===== src/rtl/img_pkg.sv =====
// ============================================================================
// Module  : img_pkg
// Brief   : Shared image geometry, RAM widths and arbiter state encoding.
// Revision: 1.0
// ============================================================================
`default_nettype none

package img_pkg;

    localparam int SQUARE_X   = 256;
    localparam int SQUARE_Y   = 256;
    localparam int ADDR_W     = 16;
    localparam int DATA_W     = 24;
    localparam int IMG_PIXELS = SQUARE_X * SQUARE_Y;

    typedef enum logic [0:0] {
        S_WAIT = 1'b0,
        S_RUN  = 1'b1
    } state_t;

    // Width needed to hold a count that saturates at n (inclusive).
    function automatic int cnt_width(input int n);
        return $clog2(n + 1);
    endfunction

endpackage

`default_nettype wire


===== src/rtl/vs_edge_det.sv =====
// ============================================================================
// Module  : vs_edge_det
// Brief   : Registers active-low vsync and pulses on its falling edge.
// Revision: 1.0
// ============================================================================
`default_nettype none

module vs_edge_det (
    input  logic vpg_pclk,
    input  logic rst,
    input  logic i_vs,
    output logic o_fs
);

    logic r_vs_d;

    // Resetting high means a vsync already low at reset release counts as a frame start.
    always_ff @(posedge vpg_pclk) begin
        if (rst) begin
            r_vs_d <= 1'b1;
        end else begin
            r_vs_d <= i_vs;
        end
    end

    assign o_fs = r_vs_d & ~i_vs;

endmodule

`default_nettype wire


===== src/rtl/img_buf_arb.sv =====
// ============================================================================
// Module  : img_buf_arb
// Brief   : Image RAM controller: per-frame display read sequencing with
//           loader writes granted only in cycles free of display reads.
// Revision: 1.0
// ============================================================================
`default_nettype none

module img_buf_arb #(
    parameter int ADDR_W     = img_pkg::ADDR_W,
    parameter int DATA_W     = img_pkg::DATA_W,
    parameter int IMG_PIXELS = img_pkg::IMG_PIXELS
) (
    input  logic              vpg_pclk,
    input  logic              rst,
    input  logic              vpg_vs,
    input  logic              rd_req,
    output logic [DATA_W-1:0] rd_data,
    input  logic              wr_req,
    input  logic [ADDR_W-1:0] wr_addr,
    input  logic [DATA_W-1:0] wr_data,
    output logic              wr_ack,
    output logic              mem_en,
    output logic              mem_we,
    output logic [ADDR_W-1:0] mem_addr,
    output logic [DATA_W-1:0] mem_wdata,
    input  logic [DATA_W-1:0] mem_rdata,
    output logic              frame_err,
    output logic              synced
);

    import img_pkg::*;

    localparam int                 c_CNT_W   = cnt_width(IMG_PIXELS);
    localparam logic [c_CNT_W-1:0] c_IMG_CNT = c_CNT_W'(IMG_PIXELS);

    state_t              r_state;
    logic                r_synced;
    logic                r_frame_err;
    logic [ADDR_W-1:0]   r_rd_addr;
    logic [c_CNT_W-1:0]  r_rd_cnt;
    logic                r_mem_en;
    logic                r_mem_we;
    logic [ADDR_W-1:0]   r_mem_addr;
    logic [DATA_W-1:0]   r_mem_wdata;
    logic                r_wr_ack;
    logic [DATA_W-1:0]   r_rd_data;

    logic                w_fs;
    logic                w_rd_go;
    logic                w_wr_go;

    vs_edge_det u_vs_edge_det (
        .vpg_pclk (vpg_pclk),
        .rst      (rst),
        .i_vs     (vpg_vs),
        .o_fs     (w_fs)
    );

    assign w_rd_go = (r_state == S_RUN) && rd_req;
    // wr_req during the ack cycle still shows the word just issued, so it is not re-granted.
    assign w_wr_go = wr_req && !r_wr_ack && !w_rd_go;

    always_ff @(posedge vpg_pclk) begin
        if (rst) begin
            r_state     <= S_WAIT;
            r_synced    <= 1'b0;
            r_frame_err <= 1'b0;
            r_rd_addr   <= '0;
            r_rd_cnt    <= '0;
        end else begin
            if (w_fs) begin
                r_state  <= S_RUN;
                r_synced <= 1'b1;
                if (r_synced && (r_rd_cnt != c_IMG_CNT)) begin
                    r_frame_err <= 1'b1;
                end
                // A read coinciding with frame start consumes address 0.
                r_rd_addr <= w_rd_go ? ADDR_W'(1)  : '0;
                r_rd_cnt  <= w_rd_go ? c_CNT_W'(1) : '0;
            end else if (w_rd_go) begin
                r_rd_addr <= r_rd_addr + 1'b1;
                if (r_rd_cnt != c_IMG_CNT) begin
                    r_rd_cnt <= r_rd_cnt + 1'b1;
                end
            end
        end
    end

    always_ff @(posedge vpg_pclk) begin
        if (rst) begin
            r_mem_en    <= 1'b0;
            r_mem_we    <= 1'b0;
            r_mem_addr  <= '0;
            r_mem_wdata <= '0;
            r_wr_ack    <= 1'b0;
            r_rd_data   <= '0;
        end else begin
            r_wr_ack <= w_wr_go;
            if (w_rd_go) begin
                r_mem_en   <= 1'b1;
                r_mem_we   <= 1'b0;
                r_mem_addr <= w_fs ? '0 : r_rd_addr;
            end else if (w_wr_go) begin
                r_mem_en    <= 1'b1;
                r_mem_we    <= 1'b1;
                r_mem_addr  <= wr_addr;
                r_mem_wdata <= wr_data;
            end else begin
                r_mem_en <= 1'b0;
                r_mem_we <= 1'b0;
            end
            if (r_mem_en && !r_mem_we) begin
                r_rd_data <= mem_rdata;
            end
        end
    end

    assign rd_data   = r_rd_data;
    assign wr_ack    = r_wr_ack;
    assign mem_en    = r_mem_en;
    assign mem_we    = r_mem_we;
    assign mem_addr  = r_mem_addr;
    assign mem_wdata = r_mem_wdata;
    assign frame_err = r_frame_err;
    assign synced    = r_synced;

endmodule

`default_nettype wire


===== config.mk =====
export PLATFORM = sky130hd
export DESIGN_NAME = img_buf_arb
export DESIGN_NICKNAME = d
export VERILOG_FILES = /design/src/rtl/img_pkg.sv /design/src/rtl/vs_edge_det.sv /design/src/rtl/img_buf_arb.sv
export SDC_FILE = /design/constraint.sdc
export NUM_CORES = 1
export LEC_CHECK = 0
export BUFFER_PORTS_ARGS = -buffer_cell sky130_fd_sc_hd__buf_2
export CAP_MARGIN = 20
export CORE_ASPECT_RATIO = 0.6
export CORE_UTILIZATION = 52
export DETAILED_ROUTE_END_ITERATION = 12
export HOLD_SLACK_MARGIN = 0.1
export PLACE_DENSITY = 0.8
export SYNTH_ARGS = -nofsm -noshare
export SYNTH_HDL_FRONTEND = slang
export SYNTH_SLANG_ARGS = --single-unit

===== constraint.sdc =====
create_clock -name vpg_pclk -period 5.03 [get_ports vpg_pclk]
set_input_delay 0.503 -clock vpg_pclk [delete_from_list [all_inputs] [get_ports vpg_pclk]]
set_output_delay 0.503 -clock vpg_pclk [all_outputs]
set_load 0.02 [all_outputs]

# Word level (Yosys, flattened, before mapping)
# Cells that the tools add are included.
# totals
in_bits	69
elab_cells	44
reg_bits	103
output_inout_bits	69
# op_classes
reduce_logical	15
n_mux	12
eq_ne	1
bitwise_logic	3
add_sub_neg	2
# op_table
op	n
16-bit two-way mux	5
17-bit two-way mux	3
17-bit by 1-bit adder with 17-bit output, second input constant	1
17-bit != test, second input constant	1
16-bit by 1-bit adder with 16-bit output, second input constant	1
2-bit AND reduction	3
2-bit nonzero test	3
1-bit logical AND	5
1-bit two-way mux	4
1-bit logical NOT	3
1-bit NOT	2
2-bit OR reduction	1
1-bit bitwise AND	1

# Logic depth before layout (Yosys ltp)
# depth
depth_word	5
depth_mapped	6
depth_no_buf	6

# Modules after synthesis
# From an unflattened synthesis, not the netlist that was laid out.
# unflattened
hier_cells	509
hier_area_um2	4159.0
# modules_own_cells
mod	cells_each	seq_area_each_um2	instances	area_each_um2
img_buf_arb	506	2042.0	1	4124.0
vs_edge_det	3	20.0	1	35.0

# Worst setup path after synthesis
# No wires, ideal clock.
# synth_path
kind	reg2reg
from	reg synced (netlist name)
to	reg r_rd_addr[15]
synth_period_minus_slack_ns	1.836
arrival_time_ns	1.765
path_stages_with_launch	6
path_slack_ns	3.194
setup_ns	0.070
path_cell_list	dfxtp_1 -> nand3_2 -> or4_1 -> clkbuf_1 -> or3_1 -> a21oi_1
# synth_rtl
item	line	rtl
end signal: assignment	img_buf_arb.sv:79	r_rd_addr <= w_rd_go ? ADDR_W'(1) : '0;
end signal: assignment	img_buf_arb.sv:82	r_rd_addr <= r_rd_addr + 1'b1;
end: declaration	img_buf_arb.sv:40	logic [ADDR_W-1:0] r_rd_addr;

==> metrics.yaml <==
logic_synthesis:
  synth.yosys.seq_area_share_pct: 51.1
  ys.warnings.count: 0
  synth_simple_gate_area_share_pct: 28.1
  synth_adder_area_share_pct: 0.930
  syn-num-nets: 581
  yosys-mux-area-fraction_pct: 0.496
  synth_top_area_share_pct: 51.1
  post_synth_num_cell_types: 30
  xor_xnor_share_of_the_synthesized_area_pct: 3.25
  largest_family_of_logic_cells_by_synthesized_area: "simple AND/OR/NAND/NOR gates"
  synth_compound_area_share_pct: 12.4
  postSynthAreaPerCell_sq_um: 7.93
  synth_area_leader_cell: "sky130_fd_sc_hd__dfxtp_1"
  netlist_top_cells_area: "sky130_fd_sc_hd__dfxtp_1 (51%), sky130_fd_sc_hd__nand2_1 (11%), sky130_fd_sc_hd__a21oi_1 (9.7%)"
  yosys_register_bits: 103
  post_synth_instance_area_sq_mm: 0.00404
  post_synth_inst_count: 509
sta:
  max_slew_margin_pct: 43.3
  setup_total_negative_slack_ns: 0
  timing.final.crit_share_pct: 51.5
  report.final.setup_viol: 0
  fin_hold_viols: 0
  finalCriticalPeriod_ns: 2.59
  slew_violations: 0
  fmax_ghz: 0.386
  post-route-worst-setup-slack_ns: 2.44
  rsz0062_at_grt: "false"
  max_slew.worst_pin.slew_ns: 0.851
  skew_ns: 0.0105
clocking:
  cts_tree: "yes"
  clock_insertion_delay_worst_skew_ns: 0.34
  htree_num_levels: 3
  clock_tree.buffer_depth: 2
  holdBufCountCts: 0
  cts_root_buf: "sky130_fd_sc_hd__clkbuf_16"
  clk_slew_on_worst_s_h_paths_ns: 0.07
  cts_buffers: 9
  cts.repair_timing.setup_buffer_count: 0
  cts_sinks: 103
  cts_resized: 0
drt:
  route.detailed.drc: 0
  antenna_left: 0
  drt-initial-drc-count: 222
  detailed_routing_iterations_pass_1: 4
  via_per_inst: 5.32
  via_count: 3931
  routed_length_per_instance_microns: 13.3
  total_routed_wirelength_mm: 9.86
power:
  p_per_area_mw_per_mm2: 353
  ir_drop_worst_case_vdd_uv: 291
  p_leak_nw: 2.18
min_path:
  worst_hold_path_type: "in -> reg"
die:
  ios: 138
  die_h_microns: 70.2
  standard_cell_core_area_sq_mm: 0.00739
  die_width_microns: 116
  num_rows: 24
  floorplan.die_area_sq_mm: 0.00813
  floorplan.initialDensity_pct: 54.6
global_routing:
  grt_pass1_wl_mm: 16.1
  vias_in_the_first_global_route: 3620
  grt.total_usage_pct: 25.1
  antenna_found_initial: 0
  largest_net_degree_at_the_start_of_global_routing: 76
  gr-total-overflow: 0
final_layout:
  net_total_in_the_final_layout: 702
  antenna_cells: 0
  layout-drive-gt1-share_pct: 25.2
  area_growth_syn_to_layout_pct: 26.2
  fin_area_sq_mm: 0.00509
setup_path:
  worst_ep_required_ns: 5.27
  cp_cell_sequence: "nand2_1, nand2b_1, buf_4, nor2_1, nor4_1"
  cp.arrival_ns: 2.83
  timing.critical_path.slowest_cell_delay_ns: 0.71
  path_buf_inv: 1
  cpMaxStageDelayCell: "sky130_fd_sc_hd__nand2b_1"
  critical_path_s_top_delay_family: "simple AND/OR/NAND/NOR gates"
  crit_path_end_kind: "flip-flop"
  worst_setup_path_start_kind: "flip-flop"
  critical_path_class: "reg -> reg"
  worstPathMaxFanout: 27
place:
  post-dp-hpwl_mm: 6.86
  place.port_buffers: 137
  area_after_detailed_placement_sq_mm: 0.00476
  detailedPlace.worstSlack_ns: 2.37
  routabilityCongestion: 0.821
flow_run:
  max-cap-violations: 0
status:
  status: "finished, final reports clean"
-- kinds of logic (layout without fill, tap and decap cells) --
logic type | count (synthesis) | after routing
simple gates | 250 | 250
flops | 103 | 103
compound gates | 96 | 96
buf+inv | 40 | 166
xor+xnor | 15 | 15
fa+ha+maj | 3 | 3
mux | 2 | 2
-- layout by cell type (no fill, tap or decap), drive strengths merged --
master / Yosys / routed
xnor2: 8 / 8
clkbuf: 30 / 9
mux2i: 2 / 2
buf: 2 / 142
nand3: 8 / 8
nand2b: 5 / 5
nor2: 56 / 56
nor2b: 2 / 2
or4: 3 / 3
dfxtp: 103 / 103
bufinv: 0 / 1
clkinvlp: 0 / 2
a211o: 1 / 1
nand2: 118 / 118
a41o: 1 / 1
inv: 8 / 11
a21oi: 78 / 78
o31ai: 1 / 1
or2: 1 / 1
or3: 14 / 14
o21ai: 11 / 11
clkinv: 0 / 1
nor4bb: 1 / 1
a311oi: 2 / 2
nor4: 19 / 19
ha: 3 / 3
nand4: 11 / 11
nor3: 6 / 6
and2: 2 / 2
and4: 4 / 4
xor2: 7 / 7
a31oi: 2 / 2
-- sequential cells by signal (all words and copies together), names as in the netlist, 16 cells and up --
signal / count
mem_addr: 16
r_rd_addr: 16
rd_data: 24
r_rd_cnt: 17
mem_wdata: 24
-- synthesized netlist by cell type --
cell type                    n
sky130_fd_sc_hd__o21ai_0    11
sky130_fd_sc_hd__nand3_1     7
sky130_fd_sc_hd__a211o_1     1
sky130_fd_sc_hd__ha_1        3
sky130_fd_sc_hd__clkbuf_1   30
sky130_fd_sc_hd__or3_1      14
sky130_fd_sc_hd__or2_2       1
sky130_fd_sc_hd__nand2b_1    5
sky130_fd_sc_hd__nor3_1      6
sky130_fd_sc_hd__a31oi_1     2
sky130_fd_sc_hd__a311oi_1    2
sky130_fd_sc_hd__mux2i_1     2
sky130_fd_sc_hd__inv_1       8
sky130_fd_sc_hd__and4_1      4
sky130_fd_sc_hd__nand3_2     1
sky130_fd_sc_hd__dfxtp_1   103
sky130_fd_sc_hd__nand2_1   118
sky130_fd_sc_hd__nor4bb_1    1
sky130_fd_sc_hd__or4_1       3
sky130_fd_sc_hd__nor2_1     56
sky130_fd_sc_hd__nand4_1    11
sky130_fd_sc_hd__a41o_1      1
sky130_fd_sc_hd__o31ai_1     1
sky130_fd_sc_hd__xnor2_1     8
sky130_fd_sc_hd__and2_1      2
sky130_fd_sc_hd__xor2_1      7
sky130_fd_sc_hd__buf_1       2
sky130_fd_sc_hd__a21oi_1    78
sky130_fd_sc_hd__nor2b_1     2
sky130_fd_sc_hd__nor4_1     19
-- layer usage --
metal / vias up / wire [microns] / global-route usage, %
met2: 138 / 4580 / 41.6
li1: 1964 / - / -
met5: - / 0 / 0
met1: 1811 / 4590 / 31.6
met4: 0 / 180 / 8.97
met3: 18 / 508 / 6.42
-- final cells by class --
cell class                 instances  area (sq um)
multi-input combinational        366          1820
timing repair buffer             142           743
clock inverter                     7          78.8
sequential                       103          2060
clock buffer                       9           225
tap                              104           130
inverter                           8          30.0
fill                             613          2290
-- final timing paths --
kind                                           startpoint                         endpoint  slack [ns]  cells after the start
worst max-delay path                  synced$_SDFFE_PP0P_         mem_addr[7]$_SDFFE_PP0P_        2.44                      5
worst min-delay path                               vpg_vs  u_vs_edge_det.r_vs_d$_SDFF_PP1_        0.38                      2
worst max register to register        synced$_SDFFE_PP0P_         mem_addr[7]$_SDFFE_PP0P_        2.44                      5
worst min register to register  mem_wdata[5]$_SDFFE_PP0P_        mem_wdata[5]$_SDFFE_PP0P_        0.45                      2
-- report_power, final --
group / switching [W] / total, W / internal [W]
Clock: 0.000308 / 0.000699 / 0.000392
Sequential: 0.0000210 / 0.000875 / 0.000854
Combinational: 0.000145 / 0.000224 / 0.0000795
Total: 0.000473 / 0.00180 / 0.00133
-- through the flow --
step	total power [W]	utilization [%]	instances	hold slack, ns
after CTS	0.00181	68.6	738	0.368
after floorplan	0.00103	-	509	0.447
after detailed placement	0.00111	64.5	722	0.445
after global routing	0.00188	69.0	739	0.382
final	0.00180	69.0	739	0.377
after global placement	0.00111	64.5	722	0.438
Power figures use the tool's default switching activity.
